### src/rtl/approx_rca_pipe.sv
// Pipelined ripple-carry adder with approximate low-order cells
// and on-line error statistics against a shadow exact sum.
//
// Ports:
//   clk, rst          rising-edge clock, async active-high reset
//   in_valid/in_ready operand beat handshake
//   a, b, cin, mode   operands, carry-in, 1 = approximate low bits
//   out_valid/out_ready result beat handshake
//   sum, cout         result of the selected adder
//   err_flag          result differs from the exact {cout,sum}
//   clr_stats         synchronous clear of the statistics
//   err_count         saturating count of delivered mismatches
//   err_max           largest delivered |exact - result|
module approx_rca_pipe #(
    parameter int WIDTH       = 8,
    parameter int APPROX_BITS = 4,
    parameter int STAGES      = 2,
    parameter int CNT_W       = 16
) (
    input  logic             clk,
    input  logic             rst,
    input  logic             in_valid,
    output logic             in_ready,
    input  logic [WIDTH-1:0] a,
    input  logic [WIDTH-1:0] b,
    input  logic             cin,
    input  logic             mode,
    output logic             out_valid,
    input  logic             out_ready,
    output logic [WIDTH-1:0] sum,
    output logic             cout,
    output logic             err_flag,
    input  logic             clr_stats,
    output logic [CNT_W-1:0] err_count,
    output logic [WIDTH:0]   err_max
);

    // Combinational adders
    logic [WIDTH-1:0] rca_s;
    logic             rca_c;
    logic [WIDTH:0]   exact_c;

    always_comb begin
        logic carry;
        rca_s = '0;
        carry = cin;
        for (int i = 0; i < WIDTH; i++) begin
            rca_s[i] = a[i] ^ b[i] ^ carry;
            // Approximate cell drops the propagate term of the carry.
            if (mode && (i < APPROX_BITS)) begin
                carry = a[i] & b[i];
            end else begin
                carry = (a[i] & b[i]) | (a[i] & carry) | (b[i] & carry);
            end
        end
        rca_c = carry;
    end

    assign exact_c = {1'b0, a} + {1'b0, b} + {{WIDTH{1'b0}}, cin};

    // Pipeline registers
    logic [STAGES-1:0] pv;
    logic [WIDTH-1:0]  ps [STAGES];
    logic              pc [STAGES];
    logic [WIDTH:0]    pe [STAGES];
    logic              pm [STAGES];

    logic stall;
    logic deliver;

    assign out_valid = pv[STAGES-1];
    assign stall     = out_valid & ~out_ready;
    assign in_ready  = ~stall;
    assign deliver   = out_valid & out_ready;

    always_ff @(posedge clk or posedge rst) begin
        if (rst) begin
            pv <= '0;
            for (int k = 0; k < STAGES; k++) begin
                ps[k] <= '0;
                pc[k] <= 1'b0;
                pe[k] <= '0;
                pm[k] <= 1'b0;
            end
        end else if (!stall) begin
            // Not stalled means in_ready is high, so in_valid is acceptance.
            pv[0] <= in_valid;
            if (in_valid) begin
                ps[0] <= rca_s;
                pc[0] <= rca_c;
                pe[0] <= exact_c;
                pm[0] <= mode;
            end
            // Bubbles shift along with valid beats.
            for (int k = 1; k < STAGES; k++) begin
                pv[k] <= pv[k-1];
                ps[k] <= ps[k-1];
                pc[k] <= pc[k-1];
                pe[k] <= pe[k-1];
                pm[k] <= pm[k-1];
            end
        end
    end

    // Output view of the last stage
    logic [WIDTH:0] res;
    logic [WIDTH:0] mag;

    assign sum      = ps[STAGES-1];
    assign cout     = pc[STAGES-1];
    assign res      = {pc[STAGES-1], ps[STAGES-1]};
    // Exact beats cannot mismatch, so mode gates the comparison.
    assign err_flag = pm[STAGES-1] & (res != pe[STAGES-1]);
    // Dropped carries only remove value, so this never underflows.
    assign mag      = pe[STAGES-1] - res;

    // Statistics
    always_ff @(posedge clk or posedge rst) begin
        if (rst) begin
            err_count <= '0;
            err_max   <= '0;
        end else if (clr_stats) begin
            err_count <= '0;
            err_max   <= '0;
        end else if (deliver) begin
            if (err_flag && (err_count != {CNT_W{1'b1}})) begin
                err_count <= err_count + 1'b1;
            end
            if (mag > err_max) begin
                err_max <= mag;
            end
        end
    end

endmodule
### config.mk
export PLATFORM = sky130hd
export DESIGN_NAME = approx_rca_pipe
export DESIGN_NICKNAME = d
export VERILOG_FILES = /design/src/rtl/approx_rca_pipe.sv
export SDC_FILE = /design/constraint.sdc
export NUM_CORES = 1
export LEC_CHECK = 0
export BUFFER_PORTS_ARGS = -buffer_cell sky130_fd_sc_hd__buf_2
export CORE_MARGIN = 2
export CORE_UTILIZATION = 54
export CTS_BUF_LIST = sky130_fd_sc_hd__clkbuf_2 sky130_fd_sc_hd__clkbuf_4 sky130_fd_sc_hd__clkbuf_8
export DETAILED_ROUTE_END_ITERATION = 16
export PLACE_DENSITY = 0.86
export RECOVER_POWER = 50
export SLEW_MARGIN = 30
export SYNTH_ARGS = -nofsm -noshare
export SYNTH_HDL_FRONTEND = slang
export SYNTH_SLANG_ARGS = --single-unit
### constraint.sdc
create_clock -name clk -period 2.8 [get_ports clk]
set_input_delay 0.56 -clock clk [delete_from_list [all_inputs] [get_ports clk]]
set_output_delay 0.56 -clock clk [all_outputs]
set_load 0.02 [all_outputs]
Word level (Yosys, flattened, before mapping). Cells that the tools add are included.

Bits of input ports: 23. Register bits: 65. Word-level logic and storage cells: 96. Output and inout port bits: 37.

Reductions and logical operators: 7. Equal/unequal tests: 2. Order comparisons: 1. Muxes and demuxes: 10. Bitwise gates (word level): 61. Add/subtract/negate cells: 4.

Operators by type and width (number): $mux 16 (3); $and 1x1->1 (27); $mux 9 (3); $add 16x1->16 const B (1); $ne 16x16->1 const B (1); $or 1x1->1 (16); $xor 1x1->1 (16); $add 8x8->9 (1); $add 9x1->9 (1); $gt 9x9->1 (1); $ne 9x9->1 (1); $sub 9x9->9 (1); $reduce_and 2->1 (3); $reduce_bool 2->1 (3); $mux 1 (4); $not 1->1 (2); $logic_and 1x1->1 (1).

Depth between registers and ports, before layout. Gate-level depths: netlist (run 1).

Depth after elaboration: 28. Gate-level depth with buffers: 15. Mapped depth without buffers: 15.

Worst setup path before layout (run 1). OpenSTA, ideal clock, no wires.

Kind: input to register. Start: input port a[0]. End: register ps[15] (netlist bit). Slack: -1756 ps. Buffers on the path: 0. Stages: 15. Required time: 2717 ps. Arrival time: 4473 ps. Cells stage by stage: inv_1 > fa_1 > o21ai_0 > fa_1 > mux2_2 > fa_1 > mux2_2 > fa_1 > mux2_2 > fa_1 > fa_1 > fa_1 > inv_1 > fa_1 > o21ai_0.

Longest elaborated chain between the ends: 26.

Ends and longest elaborated chain: start: declaration (RTL line 24) `input logic [WIDTH-1:0] a,`; $and 1x1->1, on equally long branches (RTL line 51, 53); $or 1x1->1 (2 in series) (RTL line 53) `carry = (a[i] & b[i]) | (a[i] & carry) | (b[i] & carry);`; $mux 1 * (RTL line 50) `if (mode && (i < APPROX_BITS)) begin`; $and 1x1->1 (RTL line 53); $or 1x1->1 (RTL line 53); $or 1x1->1 * (RTL line 53); $mux 1 * (RTL line 50); $and 1x1->1 (RTL line 53); [... 9 more ...]; $or 1x1->1 * (RTL line 53); $and 1x1->1 (RTL line 53); $or 1x1->1 (RTL line 53); $or 1x1->1 * (RTL line 53); $and 1x1->1 (RTL line 53); $or 1x1->1 (RTL line 53); $or 1x1->1 * (RTL line 53); $xor 1x1->1 * (RTL line 48) `rca_s[i] = a[i] ^ b[i] ^ carry;`; end signal: indexed assignment (RTL line 97) `ps[k] <= ps[k-1];`; end: declaration (RTL line 63) `logic [WIDTH-1:0] ps [STAGES];`.

Every way passes the cells marked *; elsewhere a longest branch is shown, timed or not. A chain may end at the register's enable or synchronous reset.

Worst setup path in the final report (run 1). Ends and elaborated chain as after synthesis.

==> results of run 1 <==
-- through the flow --
step	hold slack, ns	instances	TNS, ns	instance area, µm²	worst slack (ns)
after floorplan	0.411	395	-5.78	4000	-1.53
after global placement	0.428	574	-8.20	4620	-1.77
after detailed placement	0.439	574	-9.36	4620	-1.84
after CTS	0.335	597	-5.02	5020	-1.34
after global routing	0.483	602	-7.33	5160	-1.44
final	0.464	602	-6.10	5160	-1.34
-- flip-flops by register name, indices dropped and copies added, names as in the netlist --
signal	cells
err_max	8
cout	1
pe	16
sum	8
err_count	16
pm	2
pv	2
ps	8
pc	1
-- final cells by class --
| cell class | instances | area share (%) |
|---|---|---|
| Clock buffer | 12 | 2.84 |
| Clock inverter | 4 | 0.922 |
| Inverter | 38 | 3.15 |
| Multi-Input combinational cell | 272 | 46.2 |
| Sequential cell | 62 | 30.1 |
| Tap cell | 99 | 2.40 |
| Timing Repair Buffer | 115 | 14.5 |
-- layout by cell type, fill, tap and decap left out, types with 3 or more instances in the layout --
cell type,netlist,routed
a211oi_1,13,9
a211oi_2,0,4
a21oi_1,13,10
and2_1,4,4
and4_1,4,3
buf_2,2,55
buf_4,9,54
buf_6,2,4
clkbuf_4,0,3
clkbuf_8,0,9
dfrtp_1,62,62
fa_2,0,7
ha_1,25,15
ha_4,0,8
inv_1,38,28
inv_2,0,7
mux2_2,21,15
mux2_4,0,6
mux2i_1,6,6
nand2_1,34,34
nand2b_1,4,3
nand3_1,8,7
nor2_1,34,30
nor2b_1,3,3
nor3_1,5,5
o211ai_1,3,3
o21ai_0,24,19
o21ai_1,1,4
xnor2_1,20,20
-- power breakdown --
part	switching, mW	total [mW]	internal [mW]
Sequential	0.153	1.25	1.10
Combinational	1.46	2.85	1.39
Clock	0.346	0.784	0.438
-- cells by family after synthesis --
kind of cell / Yosys count
AO/OA/AOI/OAI: 75
XOR/XNOR: 22
adder cells (fa/ha/maj): 34
buffers and inverters: 61
flip-flops: 62
multiplexers: 27
other: 1
AND/OR/NAND/NOR: 113
-- Yosys cell counts (3+ instances only) --
library cell	n
and4_1	4
nor2_1	34
clkbuf_1	9
buf_4	9
dfrtp_1	62
xnor2_1	20
o21ai_0	24
ha_1	25
a211oi_1	13
nand2_1	34
fa_1	9
mux2_2	21
nor3_1	5
nand2b_1	4
nor2b_1	3
and2_1	4
o211ai_1	3
inv_1	38
mux2i_1	6
nand3_1	8
a21oi_1	13
-- worst min path at each step --
stage,end,start,depth (start not counted)
detailed placement,pv[1]$_DFFE_PP0N_,pv[0]$_DFFE_PP0N_,2
global route,pv[1]$_DFFE_PP0N_,pv[0]$_DFFE_PP0N_,2
global placement,pv[1]$_DFFE_PP0N_,pv[0]$_DFFE_PP0N_,2
CTS,cout$_DFFE_PP0N_,rst,2
floorplan,pv[1]$_DFFE_PP0N_,pv[0]$_DFFE_PP0N_,2
finish,pv[1]$_DFFE_PP0N_,pv[0]$_DFFE_PP0N_,2
-- layer usage --
layer,global-route usage (%),part of all wire [%]
met4,8.68,3.6
met3,4.99,3.9
met1,26.2,38
met5,0,0
met2,43.2,54
-- what timing repair did --
item	4_1_cts	5_1_grt
endpoints found under the hold margin	0	0
setup endpoints to repair	13	13
pin swaps	15	18
hold buffers	0	0
setup buffers	7	5
gates resized for setup	31	24
-- worst max-delay path, stage by stage --
cell and delay [ns]:
buf_8 0.10, inv_4 0.04, fa_2 0.21, o21ai_2 0.06, fa_2 0.33, mux2_4 0.28, fa_2 0.32, mux2_4 0.27
fa_2 0.33, mux2_4 0.28, fa_2 0.36, fa_2 0.35, fa_2 0.34, inv_2 0.06, fa_1 0.40, o21ai_1 0.12
==> impl_metrics.ini, run 1 <==
[die]
pin_count = 60
fp.dieH_um = 89.2
die_w_um = 89.2
dieArea_um2 = 7950
start_util_pct = 54.9
row_count = 31
core_um2 = 7140

[critical_path]
required_ns = 3.07
cp-endpoint = ps[15]$_DFFE_PP0P_
critical_path.startpoint_type = input pin
cp_max_fo = 2
startpoint = a[0]
reg2reg_setup_slack_ns = -0.21
endpoint_kind = flop
worst_ep_arrival_time_ns = 4.41
r2r_start = sum[1]$_DFFE_PP0N_
worstReg2RegEnd = err_max[2]$_DFFE_PP0P_
critPathKind = in2reg
reg2reg_depth = 13

[synthesis]
yosysSeqAreaShare_pct = 39.6
synthSimpleGateAreaFrac_pct = 14.8
yosysTopAreaCellShare_pct = 39.6
synth.cell_area_um2 = 3920
yosysTopAreaCell = dfrtp_1
synth-main-ff-cell = dfrtp_1
yosysWarnings = 0
synthCells = 395
synth_edf_count = 0
ys_ff_latch = 62
synth_top_family_by_area = simple AND/OR/NAND/NOR gates
ys_types = 56
async_flop_share_pct = 100
synth_area_leaders = dfrtp_1 (40%), ha_1 (8.0%), mux2_2 (6.0%), fa_1 (4.6%), xnor2_1 (4.5%)
synthAdderAreaFrac_pct = 12.6
synth_compound_area_share_pct = 13.1
syn_avg_cell_area_um2 = 9.92
synth-xor-area-share_pct = 5.11
syn_nets = 452
muxShareOfSynthArea_pct = 7.57

[route]
via_per_inst = 5.41
first_pass_iters = 4
wl_mm = 9.39
routedWlPerCell_um = 15.6
drt_iter0_markers = 114
num_vias = 3255
ant_nets = 0
drc = 0

[layout]
drive_gt1_share_pct = 41.7
utilization_pct = 72.3
antenna_cells = 0
regArea_um2 = 1550
nNetsFinal = 555
multiInputGateArea_um2 = 2380
fillCellCount = 512
area.growth.synth_to_final_pct = 31.6

[power]
cellPowerDensity_nw_per_um2 = 947
ir_worst_vdd_uv = 392
leakagePower_nw = 2.38
total_power_mw = 4.89

[sta]
final-setup-viol-count = 13
worst_pin_slew_ns = 1.18
finalHoldViolCount = 0
fin_skew_ns = 0.00745
rsz0062_at_grt = yes
post-route-period-util_pct = 148
slew_violations = 0
period_needed_ns = 4.14
setup_ws_ns = -1.34
relSlewSlack_pct = 21.5
fmaxAchievable_mhz = 242

[clock_tree]
h-tree-depth = 3
cts_tree = yes
cts_num_sinks = 62
cts.path.max_buffers = 2
clk_pin_slew_ns = 0.07
cts-root-buf = clkbuf_8
clock_latency_ns = 0.34
cts_buffers = 9

[placement]
dp_hpwl_mm = 6.39
globalplace.congestion = 0.850
io_buffers = 58

[grt]
grt_pass1_vias = 3201
track_usage_pct = 23.3
overflow = 0
grt_pass1_wl_mm = 14.2
grt_max_degree = 34
antenna_found_initial = 0

[min_path]
hp-class = reg2reg

[status]
violations = negative setup slack
outcome = finished with violations

[job]
max-cap-violations = 0
Power figures use the tool's default switching activity.
==> run 2: changes to the inputs <==
- SLEW_MARGIN: 30 -> not set
- clock period: 2.8 -> 3.7 ns (I/O delays scaled with it)
==> run 2 against run 1 <==
Net effect:
- the run still ends with negative setup slack left
- highest routed layer unchanged
- clock skew about the same
- sequential share of layout area rose by 3.6 points
- total power shrank 38%
- final area decreased by 11%
- wire length decreased by 18%
- first-iteration DRC count shrank 0.88%
- count of clock-buffer cells in the layout shrank 1
- clock power down 7.8%
- utilization fell by 7.8 points
- combinational power decreased by 52%
- non-clock buffer count down 45
- global-route usage shrank 2.3 points
==> impl_metrics.ini, run 2 (same netlist as run 1, synthesis figures left out) <==
[route]
routedWlPerCell_um = 13.9
ant_nets = 0
drt_iter0_markers = 113
first_pass_iters = 5
via_per_inst = 5.30
drc = 0
num_vias = 2947
wl_mm = 7.73

[clock_tree]
cts_buffers = 9
cts_tree = yes
cts_num_sinks = 62
cts-root-buf = clkbuf_8
clk_pin_slew_ns = 0.07
h-tree-depth = 3
cts.path.max_buffers = 2
clock_latency_ns = 0.33

[critical_path]
startpoint = a[0]
cp_max_fo = 2
r2r_start = sum[6]$_DFFE_PP0N_
required_ns = 3.95
endpoint_kind = flop
critPathKind = in2reg
worst_ep_arrival_time_ns = 4.60
critical_path.startpoint_type = input pin

[status]
violations = negative setup slack
outcome = finished with violations

[layout]
nNetsFinal = 510
drive_gt1_share_pct = 27.1
antenna_cells = 0
reg_top3 = err_count: 16 flops, pe: 16 flops
area.growth.synth_to_final_pct = 17.4
final_common_cell = dfrtp_1
final_cell_mix = dfrtp_1 (62), buf_2 (51), inv_1 (34), nor2_1 (34), nand2_1 (33)

[die]
dieArea_um2 = 7950
start_util_pct = 54.9
die_w_um = 89.2
fp.dieH_um = 89.2
row_count = 31
core_um2 = 7140
pin_count = 60

[sta]
fmaxAchievable_mhz = 230
rsz0062_at_grt = yes
relSlewSlack_pct = 6.59
period_needed_ns = 4.35
fin_skew_ns = 0.00726
finalHoldViolCount = 0
hold_slack_ns = 0.452
slew_violations = 0
setup_ws_ns = -0.649
setup_tns_ns = -1.60
final-setup-viol-count = 4
post-route-period-util_pct = 118
worst_pin_slew_ns = 1.40

[placement]
place_ws_ns = -1.14
globalplace.congestion = 0.833
io_buffers = 58
dp_hpwl_mm = 5.77

[min_path]
worstHoldStart = pv[0]$_DFFE_PP0N_
hp-class = reg2reg

[grt]
overflow = 0
grt_max_degree = 38
grt_pass1_wl_mm = 13.0
antenna_found_initial = 0
track_usage_pct = 21.0
grt_pass1_vias = 2893

[power]
leakagePower_nw = 2.14
ir_worst_vdd_uv = 295
cellPowerDensity_nw_per_um2 = 655

[job]
max-cap-violations = 0
==> run 2: cell types whose count changed in the layout (fill, tap and decap cells not counted), sizes merged <==
| cell | delta |
|---|---|
| bufinv | +2 |
| clkinvlp | -1 |
| buf | -49 |
| clkbuf | +3 |
| clkinv | -1 |
==> run 2: power by group <==
part	internal, mW	total (mW)	switching, mW
Combinational	0.574	1.36	0.789
Clock	0.469	0.723	0.254
Sequential	0.831	0.927	0.0963
==> run 2: what timing repair did <==
action	4_1_cts	5_1_grt
hold buffers	0	0
buffers inserted	1	0
pin swaps	4	0
hold endpoints to repair	0	0
setup endpoints to repair	4	4
gates resized for setup	7	1
==> run 2: area by class of cell <==
class                      count  area (µm²)
fill                         578        2540
inverter                      38         163
clock buffer                  11         145
tap                           99         124
sequential                    62        1550
clock inverter                 4        95.1
multi-input combinational    272        2130
timing repair buffer          70         394
==> run 2: path summary, 6_finish.rpt <==
check                                           endpoint  slack, ns  cells past startpoint
worst max-delay path                  ps[15]$_DFFE_PP0P_      -0.65                     16
worst min-delay path                   pv[1]$_DFFE_PP0N_       0.45                      2
worst max register to register    err_max[7]$_DFFE_PP0P_       0.41                     14
worst min register to register         pv[1]$_DFFE_PP0N_       0.45                      2
max in group asynchronous              pe[1]$_DFFE_PP0N_       1.08                      3
min in group asynchronous       err_count[3]$_DFFE_PP0P_       0.80                      2
==> run 2: metrics by stage <==
step | total power, mW | utilization (%) | instances | area, µm²
after CTS | 3.04 | 64.6 | 556 | 4610
after floorplan | 1.98 | - | 395 | 3980
after global placement | 2.22 | 60.7 | 540 | 4330
after detailed placement | 2.29 | 60.7 | 540 | 4330
final | 3.01 | 64.5 | 556 | 4600
after global routing | 3.25 | 64.5 | 556 | 4600
==> run 2: worst max-delay path, stage by stage <==
cell and delay [ns]:
buf_8 0.10, ha_2 0.18, nand2_2 0.07, o21ai_2 0.06, fa_2 0.33, mux2_4 0.28
fa_2 0.33, mux2_4 0.28, fa_2 0.33, mux2_4 0.28, fa_2 0.35, fa_2 0.36
fa_2 0.34, inv_2 0.06, fa_1 0.40, o21ai_1 0.13
==> run 2: layer usage <==
layer / vias up / track usage, % / share of wire [%]
li1: 1470 / - / -
met1: 1395 / 25.7 / 44
met2: 72 / 36.7 / 50
met3: 10 / 4.80 / 3.9
met4: 0 / 7.06 / 1.4
met5: - / 0 / 0
==> run 3: changes to the inputs <==
- CELL_PAD_IN_SITES_DETAIL_PLACEMENT: not set -> 0
- CELL_PAD_IN_SITES_GLOBAL_PLACEMENT: not set -> 1
- CORE_MARGIN: 2 -> 5
- CORE_UTILIZATION: 54 -> 41
- PLACE_DENSITY: 0.86 -> 0.83
==> run 3 against run 2 <==
Net effect:
- the run ends with max-capacitance violations, max-slew violations, negative setup slack left
- sequential power about the same
- utilization decreased by 15 points
- final area increased by 0.35%
- clock skew decreased by 0.0020 ns
- total power decreased by 4.8%
- critical path depth unchanged
- wire length increased by 3.2%
- via count decreased by 0.58%
- critical endpoint unchanged
- largest power group unchanged
- highest routed layer unchanged
==> impl_metrics.ini, run 3 (same netlist as run 1, synthesis figures left out) <==
[status]
outcome = finished with violations
violations = max-capacitance violations, max-slew violations, negative setup slack

[route]
wl_met1_mm = 3.77
ant_nets = 0
first_pass_iters = 4
via_per_inst = 4.98
met2_length_mm = 3.83
drt_iter0_markers = 120
routedWlPerCell_um = 13.6
num_vias = 2930
wl_mm = 7.97
met3_length_um = 305
top_layer = met4
drc = 0

[clock_tree]
h-tree-depth = 3
clock_latency_ns = 0.33
cts_num_sinks = 62
clk_pin_slew_ns = 0.07
cts_buffers = 9
cts.path.max_buffers = 2
cts_tree = yes
cts-root-buf = clkbuf_8
hold_buffers = 0

[die]
fp.dieH_um = 108
row_count = 35
die_w_um = 108
core_um2 = 9280
pin_count = 60
dieArea_um2 = 11600
start_util_pct = 42.2

[power]
leakagePower_nw = 2.13
cellPowerDensity_nw_per_um2 = 621
ir_worst_vdd_uv = 225

[critical_path]
crit_path_frequent_cell = fa_2
critPathKind = in2reg
path_cells = buf_8, inv_12, fa_2, o21ai_2, fa_2, mux2_4, fa_2, mux2_4, fa_2, mux2_4, fa_2, fa_2, fa_2, inv_2, fa_2, o21ai_1
critical_path.startpoint_type = input pin
required_ns = 3.95
worst_ep_arrival_time_ns = 4.57
cp_max_fo = 2
r2r_start = sum[5]$_DFFE_PP0N_
crit_slowest_cell = fa_2
startpoint = cin
endpoint_kind = flop
slowest_delay_ns = 0.42

[layout]
regArea_um2 = 1550
area.growth.synth_to_final_pct = 17.8
final_common_cell = dfrtp_1
multiInputGateArea_um2 = 2140
reg_top3 = err_count: 16 flops, pe: 16 flops
antenna_cells = 0
drive_gt1_share_pct = 27.7
final_cell_mix = dfrtp_1 (62), buf_2 (51), inv_1 (34), nand2_1 (34), nor2_1 (34)
nNetsFinal = 512
fillCellCount = 861

[grt]
grt_pass1_vias = 2738
antenna_found_initial = 0
overflow = 0
grt_max_degree = 33
grt_pass1_wl_mm = 13.0
track_usage_pct = 14.0

[sta]
finalHoldViolCount = 0
setup_ws_ns = -0.614
final-setup-viol-count = 4
worst_pin_slew_ns = 1.61
relSlewSlack_pct = -7.09
setup_tns_ns = -1.38
hold_slack_ns = 0.456
fmaxAchievable_mhz = 232
period_needed_ns = 4.31
post-route-period-util_pct = 117
fin_skew_ns = 0.00528
rsz0062_at_grt = yes
slew_violations = 32

[placement]
io_buffers = 58
globalplace.congestion = 0.844
dp_hpwl_mm = 6.00

[min_path]
hp-class = reg2reg
worstHoldStart = pv[0]$_DFFE_PP0N_

[job]
max-cap-violations = 1
## run 3: stage by stage
step / utilization (%) / total power, mW / setup slack, ns / area [µm²] / std cells
after floorplan: - / 1.98 / -0.811 / 3980 / 395
after global placement: 47.2 / 2.26 / -1.07 / 4380 / 571
after detailed placement: 47.2 / 2.29 / -1.08 / 4380 / 571
after CTS: 49.7 / 2.91 / -0.595 / 4610 / 587
after global routing: 49.7 / 3.11 / -0.700 / 4620 / 588
final: 49.7 / 2.87 / -0.614 / 4620 / 588
## run 3: path summary, 6_finish.rpt
| path | to | slack [ns] | cells after the start |
|---|---|---|---|
| max | ps[15]$_DFFE_PP0P_ | -0.61 | 16 |
| min | pv[1]$_DFFE_PP0N_ | 0.46 | 2 |
| max in group asynchronous | ps[14]$_DFFE_PP0P_ | 0.88 | 3 |
| max reg2reg | err_max[7]$_DFFE_PP0P_ | 0.43 | 14 |
| min in group asynchronous | err_max[3]$_DFFE_PP0P_ | 0.73 | 2 |
| min reg2reg | pv[1]$_DFFE_PP0N_ | 0.46 | 2 |
## run 3: what timing repair did
item,in CTS,in global routing
pin swaps,5,1
gates cloned,0,0
setup buffers,1,1
endpoints found under the setup margin,4,4
gates resized for setup,11,1
## run 3: layout make-up
cell class	count	area share [%]
Multi-Input combinational cell	272	46.3
Inverter	38	3.52
Clock inverter	4	1.03
Sequential cell	62	33.6
Tap cell	129	3.50
Timing Repair Buffer	72	8.94
Clock buffer	11	3.14
## run 3: worst max-delay path: cells and delay by family
family / cells / cell delay, ns
AO/OA/AOI/OAI: 2 / 0.18
adder cells (fa/ha/maj): 8 / 2.62
multiplexers: 3 / 0.83
buffers and inverters: 3 / 0.21
## run 3: power breakdown
part,switching (mW),internal [mW]
sequential,0.0958,0.831
clock,0.264,0.331
combinational,0.770,0.575
## run 3: per-layer routing
metal | GRT usage [%] | vias to the layer above
met5 | 0 | -
met4 | 4.51 | 0
met3 | 3.24 | 4
met2 | 23.0 | 56
met1 | 18.2 | 1398
li1 | - | 1472
